[config.mk]
export PLATFORM = sky130hd
export DESIGN_NAME = rob_dispatch_writeback
export DESIGN_NICKNAME = d
export VERILOG_FILES = /design/src/rtl/rob_pkg.sv /design/src/rtl/rob_rename_table.sv /design/src/rtl/rob_dispatch_writeback.sv
export SDC_FILE = /design/constraint.sdc
export NUM_CORES = 1
export LEC_CHECK = 0
export CAP_MARGIN = 25
export CORE_MARGIN = 2
export CORE_UTILIZATION = 35
export DETAILED_ROUTE_END_ITERATION = 8
export MAX_ROUTING_LAYER = met4
export PLACE_DENSITY = 0.6
export SETUP_SLACK_MARGIN = 0.2
export SYNTH_ARGS = -nofsm -noshare
export SYNTH_HDL_FRONTEND = slang
export SYNTH_SLANG_ARGS = --single-unit
export TNS_END_PERCENT = 30
[constraint.sdc]
create_clock -name clk -period 11.9 [get_ports clk]
set_input_delay 2.38 -clock clk [delete_from_list [all_inputs] [get_ports clk]]
set_output_delay 2.38 -clock clk [all_outputs]
set_load 0.02 [all_outputs]
[src/rtl/rob_pkg.sv]
// Shared constants and types for the reorder-buffer producer side.
package rob_pkg;

    localparam int ROB_DEPTH = 4;
    localparam int TAG_W     = 2;
    localparam int REG_AW    = 4;
    localparam int DATA_W    = 32;
    localparam int INSTR_W   = 32;
    localparam int NUM_REGS  = 1 << REG_AW;

    typedef struct packed {
        logic               alloc;
        logic               done;
        logic [INSTR_W-1:0] instr;
        logic [REG_AW-1:0]  dest;
        logic [DATA_W-1:0]  value;
    } rob_entry_t;

    typedef struct packed {
        logic             busy;
        logic [TAG_W-1:0] tag;
    } rename_entry_t;

    // Pointer advance; wraps naturally because ROB_DEPTH is a power of two.
    function automatic logic [TAG_W-1:0] ptr_inc(input logic [TAG_W-1:0] p);
        return p + 1'b1;
    endfunction

endpackage

[src/rtl/rob_rename_table.sv]
// Register rename table: maps each architectural register to its youngest
// in-flight ROB tag. A dispatch write to the same register as a commit clear
// overrides the clear, so the newer producer stays visible.
module rob_rename_table
    import rob_pkg::*;
(
    input  logic              clk,
    input  logic              rst,
    input  logic              disp_we_i,
    input  logic [REG_AW-1:0] disp_dest_i,
    input  logic [TAG_W-1:0]  disp_tag_i,
    input  logic              clr_we_i,
    input  logic [REG_AW-1:0] clr_reg_i,
    input  logic [REG_AW-1:0] src_reg_i,
    output logic              src_busy_o,
    output logic [TAG_W-1:0]  src_tag_o,
    input  logic [REG_AW-1:0] chk_reg_i,
    output logic              chk_busy_o,
    output logic [TAG_W-1:0]  chk_tag_o
);

    rename_entry_t rename_q [NUM_REGS];
    rename_entry_t rename_d [NUM_REGS];

    // Next-state: commit clear first, then dispatch write so it takes priority.
    always_comb begin
        rename_d = rename_q;
        if (clr_we_i) begin
            rename_d[clr_reg_i].busy = 1'b0;
        end
        if (disp_we_i) begin
            rename_d[disp_dest_i].busy = 1'b1;
            rename_d[disp_dest_i].tag  = disp_tag_i;
        end
    end

    // Rename state register; reset leaves every register architectural.
    always_ff @(posedge clk or posedge rst) begin
        if (rst) begin
            for (int i = 0; i < NUM_REGS; i++) begin
                rename_q[i] <= '0;
            end
        end else begin
            rename_q <= rename_d;
        end
    end

    // Combinational lookups from registered state only.
    always_comb begin
        src_busy_o = rename_q[src_reg_i].busy;
        src_tag_o  = rename_q[src_reg_i].tag;
        chk_busy_o = rename_q[chk_reg_i].busy;
        chk_tag_o  = rename_q[chk_reg_i].tag;
    end

endmodule

[src/rtl/rob_dispatch_writeback.sv]
// Reorder buffer producer side: tail allocation on dispatch, CDB result
// capture, head presentation to commit, and rename table ownership.
module rob_dispatch_writeback
    import rob_pkg::*;
(
    input  logic               clk,
    input  logic               rst,
    input  logic               disp_valid,
    output logic               disp_ready,
    input  logic [INSTR_W-1:0] disp_instr,
    input  logic [REG_AW-1:0]  disp_dest,
    output logic [TAG_W-1:0]   disp_tag,
    input  logic               cdb_valid,
    input  logic [TAG_W-1:0]   cdb_tag,
    input  logic [DATA_W-1:0]  cdb_value,
    input  logic [REG_AW-1:0]  src_reg,
    output logic               src_busy,
    output logic [TAG_W-1:0]   src_tag,
    output logic               src_done,
    output logic [DATA_W-1:0]  src_value,
    output logic               head_valid,
    output logic [TAG_W-1:0]   head_tag,
    output logic [REG_AW-1:0]  head_dest,
    output logic [DATA_W-1:0]  head_value,
    output logic [INSTR_W-1:0] head_instr,
    output logic               head_is_last,
    input  logic               commit_ack,
    output logic [TAG_W:0]     rob_count
);

    localparam logic [TAG_W:0] FULL_COUNT = (TAG_W+1)'(ROB_DEPTH);

    rob_entry_t       rob_q [ROB_DEPTH];
    rob_entry_t       rob_d [ROB_DEPTH];
    logic [TAG_W-1:0] head_q, head_d;
    logic [TAG_W-1:0] tail_q, tail_d;
    logic [TAG_W:0]   count_q, count_d;

    logic             disp_fire;
    logic             commit_fire;
    logic             cdb_fire;
    logic             chk_busy;
    logic [TAG_W-1:0] chk_tag;

    // Handshake decode; disp_ready looks only at the registered count, so a
    // commit in the same cycle cannot make room for a dispatch.
    always_comb begin
        disp_ready   = (count_q != FULL_COUNT);
        disp_fire    = disp_valid & disp_ready;
        head_valid   = rob_q[head_q].alloc & rob_q[head_q].done;
        commit_fire  = commit_ack & head_valid;
        cdb_fire     = cdb_valid & rob_q[cdb_tag].alloc & ~rob_q[cdb_tag].done;
        head_is_last = chk_busy & (chk_tag == head_q);
    end

    // Entry array and pointer next-state. Dispatch only targets a free slot,
    // and commit only retires a done entry, so the three writes never collide.
    always_comb begin
        rob_d   = rob_q;
        head_d  = head_q;
        tail_d  = tail_q;
        count_d = count_q;
        if (cdb_fire) begin
            rob_d[cdb_tag].value = cdb_value;
            rob_d[cdb_tag].done  = 1'b1;
        end
        if (commit_fire) begin
            rob_d[head_q].alloc = 1'b0;
            rob_d[head_q].done  = 1'b0;
            head_d              = ptr_inc(head_q);
        end
        if (disp_fire) begin
            rob_d[tail_q].alloc = 1'b1;
            rob_d[tail_q].done  = 1'b0;
            rob_d[tail_q].instr = disp_instr;
            rob_d[tail_q].dest  = disp_dest;
            rob_d[tail_q].value = '0;
            tail_d              = ptr_inc(tail_q);
        end
        case ({disp_fire, commit_fire})
            2'b10:   count_d = count_q + 1'b1;
            2'b01:   count_d = count_q - 1'b1;
            default: count_d = count_q;
        endcase
    end

    // ROB state register; reset drops every entry at once.
    always_ff @(posedge clk or posedge rst) begin
        if (rst) begin
            for (int i = 0; i < ROB_DEPTH; i++) begin
                rob_q[i] <= '0;
            end
            head_q  <= '0;
            tail_q  <= '0;
            count_q <= '0;
        end else begin
            rob_q   <= rob_d;
            head_q  <= head_d;
            tail_q  <= tail_d;
            count_q <= count_d;
        end
    end

    rob_rename_table u_rename (
        .clk         (clk),
        .rst         (rst),
        .disp_we_i   (disp_fire),
        .disp_dest_i (disp_dest),
        .disp_tag_i  (tail_q),
        .clr_we_i    (commit_fire & head_is_last),
        .clr_reg_i   (rob_q[head_q].dest),
        .src_reg_i   (src_reg),
        .src_busy_o  (src_busy),
        .src_tag_o   (src_tag),
        .chk_reg_i   (rob_q[head_q].dest),
        .chk_busy_o  (chk_busy),
        .chk_tag_o   (chk_tag)
    );

    // Output views of registered state.
    always_comb begin
        disp_tag   = tail_q;
        src_done   = rob_q[src_tag].done;
        src_value  = rob_q[src_tag].value;
        head_tag   = head_q;
        head_dest  = rob_q[head_q].dest;
        head_value = rob_q[head_q].value;
        head_instr = rob_q[head_q].instr;
        rob_count  = count_q;
    end

endmodule
Word level (Yosys, flattened, before mapping)

Index checks and enable logic that the tools add are counted.

Bits in registers: 335
Word-level logic and storage cells: 153

Add/subtract/negate cells: 4
Magnitude comparators: 12
Eq/ne operators: 4
Mux-type cells: 57
Bitwise gates (word level): 15
Reduce and logical (&&, ||, !) cells: 6

Operators by type and width:

| operator                                                              | count |
|---|---|
| 280-bit bitwise mux                                                   | 9 |
| 70-bit demux with 2-bit select                                        | 9 |
| 280-bit two-way mux                                                   | 3 |
| 70-bit binary-select mux with 2-bit select                            | 3 |
| 70-bit two-way mux                                                    | 6 |
| 69-bit two-way mux                                                    | 5 |
| 48-bit bitwise mux                                                    | 3 |
| 48-bit two-way mux                                                    | 2 |
| 68-bit two-way mux                                                    | 1 |
| 32-bit two-way mux                                                    | 2 |
| 3-bit demux with 4-bit select                                         | 3 |
| 36-bit two-way mux                                                    | 1 |
| 3-bit binary-select mux with 4-bit select                             | 2 |
| 3-bit two-way mux                                                     | 6 |
| 5-bit >= comparator (second input constant)                           | 3 |
| 4-bit inverter with 5-bit output                                      | 3 |
| 3-bit >= comparator (second input constant)                           | 4 |
| 2-bit inverter with 3-bit output                                      | 4 |
| 5-bit by 1-bit < comparator with 1-bit output (second input constant) | 2 |
| 3-bit by 1-bit < comparator with 1-bit output (second input constant) | 3 |
| 1-bit bitwise AND                                                     | 7 |
| 3-bit one-hot mux with 2 select lines                                 | 1 |
| 1-bit logical AND                                                     | 5 |
| 2-bit by 1-bit adder with 2-bit output (second input constant)        | 2 |
| 9 further kinds                                                       | 9 |

Depth between registers and ports, before layout

Depth after elaboration: 17
Depth in mapped cells: 13

Cells and area by module

From an unflattened synthesis, not the netlist that was laid out.

Cell total of the unflattened synthesis: 1324
Area, all modules: 17204.0 µm²

By module, submodules not included:

| module                 | times used | cells each | area an instance (µm²) |
|---|---|---|---|
| rob_dispatch_writeback | 1          | 1116       | 14513.9 |
| rob_rename_table       | 1          | 208        | 2690.1 |

Least setup slack after synthesis

No wires, ideal clock.

Kind: input -> output
From: input port src_reg[0]
To: output port src_done
Arrival time: 4482 ps
Data required time: 9520 ps
Setup slack: 5038 ps
Stages: 7
Path through: buf_4 mux4_2 mux4_2 buf_2 buf_2 buf_2 mux4_2

Word-level cells in the longest chain between the ends: 8

RTL lines:

| element                                                | line                          | source |
|---|---|---|
| from (decl)                                            | rob_dispatch_writeback.sv:16  | `input logic [REG_AW-1:0] src_reg,` |
| 4-bit inverter with 5-bit output (implied by the code) | rob_rename_table.sv:51        | `src_tag_o = rename_q[src_reg_i].tag;` |
| 3-bit binary-select mux with 4-bit select              | rob_rename_table.sv:51        |  |
| 3-bit two-way mux (2 in series)                        | --                            |  |
| net src_tag[1]                                         | rob_dispatch_writeback.sv:18  | `output logic [TAG_W-1:0] src_tag,` |
| 2-bit inverter with 3-bit output (implied by the code) | rob_dispatch_writeback.sv:123 | `src_done = rob_q[src_tag].done;` |
| 70-bit binary-select mux with 2-bit select             | rob_dispatch_writeback.sv:123 |  |
| 69-bit two-way mux (2 in series)                       | --                            |  |
| to (decl)                                              | rob_dispatch_writeback.sv:19  | `output logic src_done,` |

The timed path passes the listed nets, and every way through them passes these cells. The select of a mux whose other input is x is not followed.

Worst setup path in the final report

From: input port src_reg[0]
To: output port src_value[12]

Word-level cells in the longest chain between the ends: 8

RTL lines:

| element                                                | line                          | source |
|---|---|---|
| 4-bit inverter with 5-bit output (implied by the code) | rob_rename_table.sv:51        |  |
| 3-bit binary-select mux with 4-bit select              | rob_rename_table.sv:51        |  |
| 3-bit two-way mux (2 in series)                        | --                            |  |
| 2-bit inverter with 3-bit output (implied by the code) | rob_dispatch_writeback.sv:124 | `src_value = rob_q[src_tag].value;` |
| 70-bit binary-select mux with 2-bit select             | rob_dispatch_writeback.sv:124 |  |
| 69-bit two-way mux (implied by the code) (2 in series) | rob_dispatch_writeback.sv:124 |  |
| to (decl)                                              | rob_dispatch_writeback.sv:20  | `output logic [DATA_W-1:0] src_value,` |

Every way passes these cells. The select of a mux whose other input is x is not followed.

==> results.tsv <==
metric	value	unit
netlist_area	16400	um^2
cts_sinks	335	
fillers	4351	
power_frac_clock	0.205	
crit_path_frequent_cell	mux4_2	
drcViolationCount	0	
yosys_register_bits	335	
viasPerCell	5.32	
cts_setup_buffers	0	
post_cts_resized	0	
ant_nets	0	
ys.flop_type	dfrtp_1	
fin_crit	8.15	ns
totalWireLength	49500	um
wl_per_cell	20.4	um
gp_congestion	0.899	
holdCritPathClass	register to register	
grt_start_max_net_pins	120	
drive_gt1_frac	0.126	
holdPathEnd	rob_q[177]$_DFFE_PP0P_	
drt_first_iter_violations	1197	
p_per_area	310	nW/um^2
hold_violations	0	
max-cap-violations	0	
holdBufCountCts	0	
cts_tree	yes	
power_switching	2.42	mW
final_util	0.435	
tns	0	ns
p_sw_frac	0.388	
clk_pin_slew	0.06	ns
layout.nets	1877	
r2r_cells	8	
grt_pass1_vias	13200	
seq_power_share	0.332	
layout_common_cells	nand2_1, dfrtp_1, clkdlybuf4s50_1, a21oi_1, mux4_2	
globalRouteTotalUtil	0.213	
yosys-top-cells-area	dfrtp_1, nand2_1, mux4_2	
cp.depth	6	
synth_nets	1743	
status	finished clean	
num_io_pins	193	
intPower	3.82	mW
cpPeakStageDelay	0.90	ns
clock-skew-final	0.0132	ns
async_reset_ff_frac	1.00	
cp_num_buf_inv	3	
worstPathMaxFanout	34	
setup_viol	0	
vias	12900	
ys_warn_count	0	
num_rows	79	
grt_pass1_wl	76800	um
final_common_cell	nand2_1	
start_kind	input pin	
h-tree-depth	2	
die-width	220	um
tightest_slew	1.05	ns
numCtsBuffers	38	
vdd_drop_max	201	uV
regToRegStartpoint	head_tag[0]$_DFFE_PP0N_	
synth_top_area_frac	0.512	
cpMaxStageDelayCell	clkdlybuf4s50_1	
rsz0062_at_grt	false	
whs_path_depth	2	
worstPathCellList	clkdlybuf4s50_1, mux4_2, mux4_2, buf_4, mux4_2, clkdlybuf4s50_1	
cts_buffer_depth	3	
start_util	0.353	
io_buffers	192	
syn_inst	1654	
p_leak	8.91	nW
critPathKind	input pin to primary output	
die_h	220	um
fmax	123	MHz
period_share	0.685	
reg2reg_to	u_rename.rename_q[14]$_DFF_PP0_	
synth_cell_types	43	
first_pass_iters	5	
r2r_slack	7.29	ns
area_growth	23.1	%
slew_headroom	0.296	
coreArea	46400	um^2
synth_edf_count	0	
dp_hpwl	30700	um
min_from	rob_q[177]$_DFFE_PP0P_	
cp.arrival	5.77	ns
grt_overflow	0	
crit_path_end_kind	primary output	
comb_power_share	0.463	
antenna_found_initial	4	
critPathTopFamily	buffers and inverters	
root_buffer	clkbuf_16	
yosys.area.top_type	dfrtp_1	
worst_ep_required_time	9.52	ns
syn_avg_cell_area	9.90	um^2
ys_seq_area_frac	0.512	
die_area	48500	um^2
finalMaxSlewViolations	0	
insertion_delay	0.55	ns
## area by class of cell
| class | instances | area, um^2 | share of cell area |
|---|---|---|---|
| inverters | 21 | 86.3 | 0.00428 |
| multi-input cells | 1181 | 7450 | 0.370 |
| flip-flops and latches | 335 | 8390 | 0.416 |
| well taps | 607 | 759 | 0.0377 |
| repair buffers | 211 | 2080 | 0.103 |
| clock inverters | 13 | 218 | 0.0108 |
| clock buffers | 55 | 1160 | 0.0575 |
| diodes | 3 | 7.51 | 0.000373 |
## kinds of logic after synthesis
kind of cell | count (synthesis) | share of synthesized area
xor+xnor | 8 | 0.00428
fa+ha+maj | 10 | 0.00810
flops | 335 | 0.512
mux | 151 | 0.182
buf+inv | 138 | 0.0345
compound gates | 197 | 0.0656
simple gates | 815 | 0.194
## worst reg2reg max path: stages, from the launching register on
cell	delay [ns]
dfrtp_4	0.80
buf_4	0.77
mux4_2	0.83
nor2b_1	0.27
a221o_1	0.39
a221oi_2	0.19
a22oi_2	0.15
nor3_1	0.86
a31oi_1	0.18
## synth_stat cells (6+ instances only)
cell type and n:
buf_1 15, inv_1 19, mux2i_1 23, mux2_2 12
clkbuf_1 86, mux4_2 116, o21ai_0 29, dfrtp_1 335
ha_1 9, nand2_1 743, and3_1 8, nor3_1 8
a31oi_1 9, nor2_1 27, buf_2 10, xnor2_1 6
a22oi_1 6, a21oi_1 135
## power groups by stage
stage	clock (mW)	combinational, mW	sequential (mW)
floorplan	0	1.99	1.88
global placement	0	2.85	2.07
detailed placement	0	2.90	2.08
CTS	1.31	2.92	2.07
global route	1.36	3.14	2.13
finish	1.28	2.89	2.07
## stage by stage
stage,instance area (um^2),hold WS (ns),setup slack [ns],std cells,power (mW)
finish,20200,0.468,3.75,2426,6.24
global route,20200,0.491,3.58,2426,6.64
CTS,20100,0.473,3.72,2422,6.29
detailed placement,18700,0.457,3.72,2354,4.99
global placement,18700,0.452,3.78,2354,4.92
floorplan,16400,0.440,0.238,1654,3.86
## worst max path at each step
| stage | from | to | slack, ns |
|---|---|---|---|
| floorplan | rst | disp_tag[0]$_DFFE_PP0P_ | 0.24 |
| global placement | src_reg[0] | src_value[28] | 3.78 |
| detailed placement | src_reg[0] | src_value[12] | 3.72 |
| CTS | src_reg[0] | src_value[12] | 3.72 |
| global route | src_reg[0] | src_value[22] | 3.58 |
| finish | src_reg[0] | src_value[12] | 3.75 |
## per-layer routing
| layer | up-vias | part of all wire | track usage |
|---|---|---|---|
| li1 | 5821 | - | - |
| met1 | 6488 | 0.43 | 0.285 |
| met2 | 533 | 0.47 | 0.332 |
| met3 | 65 | 0.078 | 0.0441 |
| met4 | 0 | 0.018 | 0.0566 |
| met5 | - | 0 | - |
## flip-flops by register name, summed over array words and instances (netlist names)
signal             count
rob_count              3
u_rename.rename_q     48
rob_q                280
disp_tag               2
head_tag               2
(Power assumes the default switching activity.)
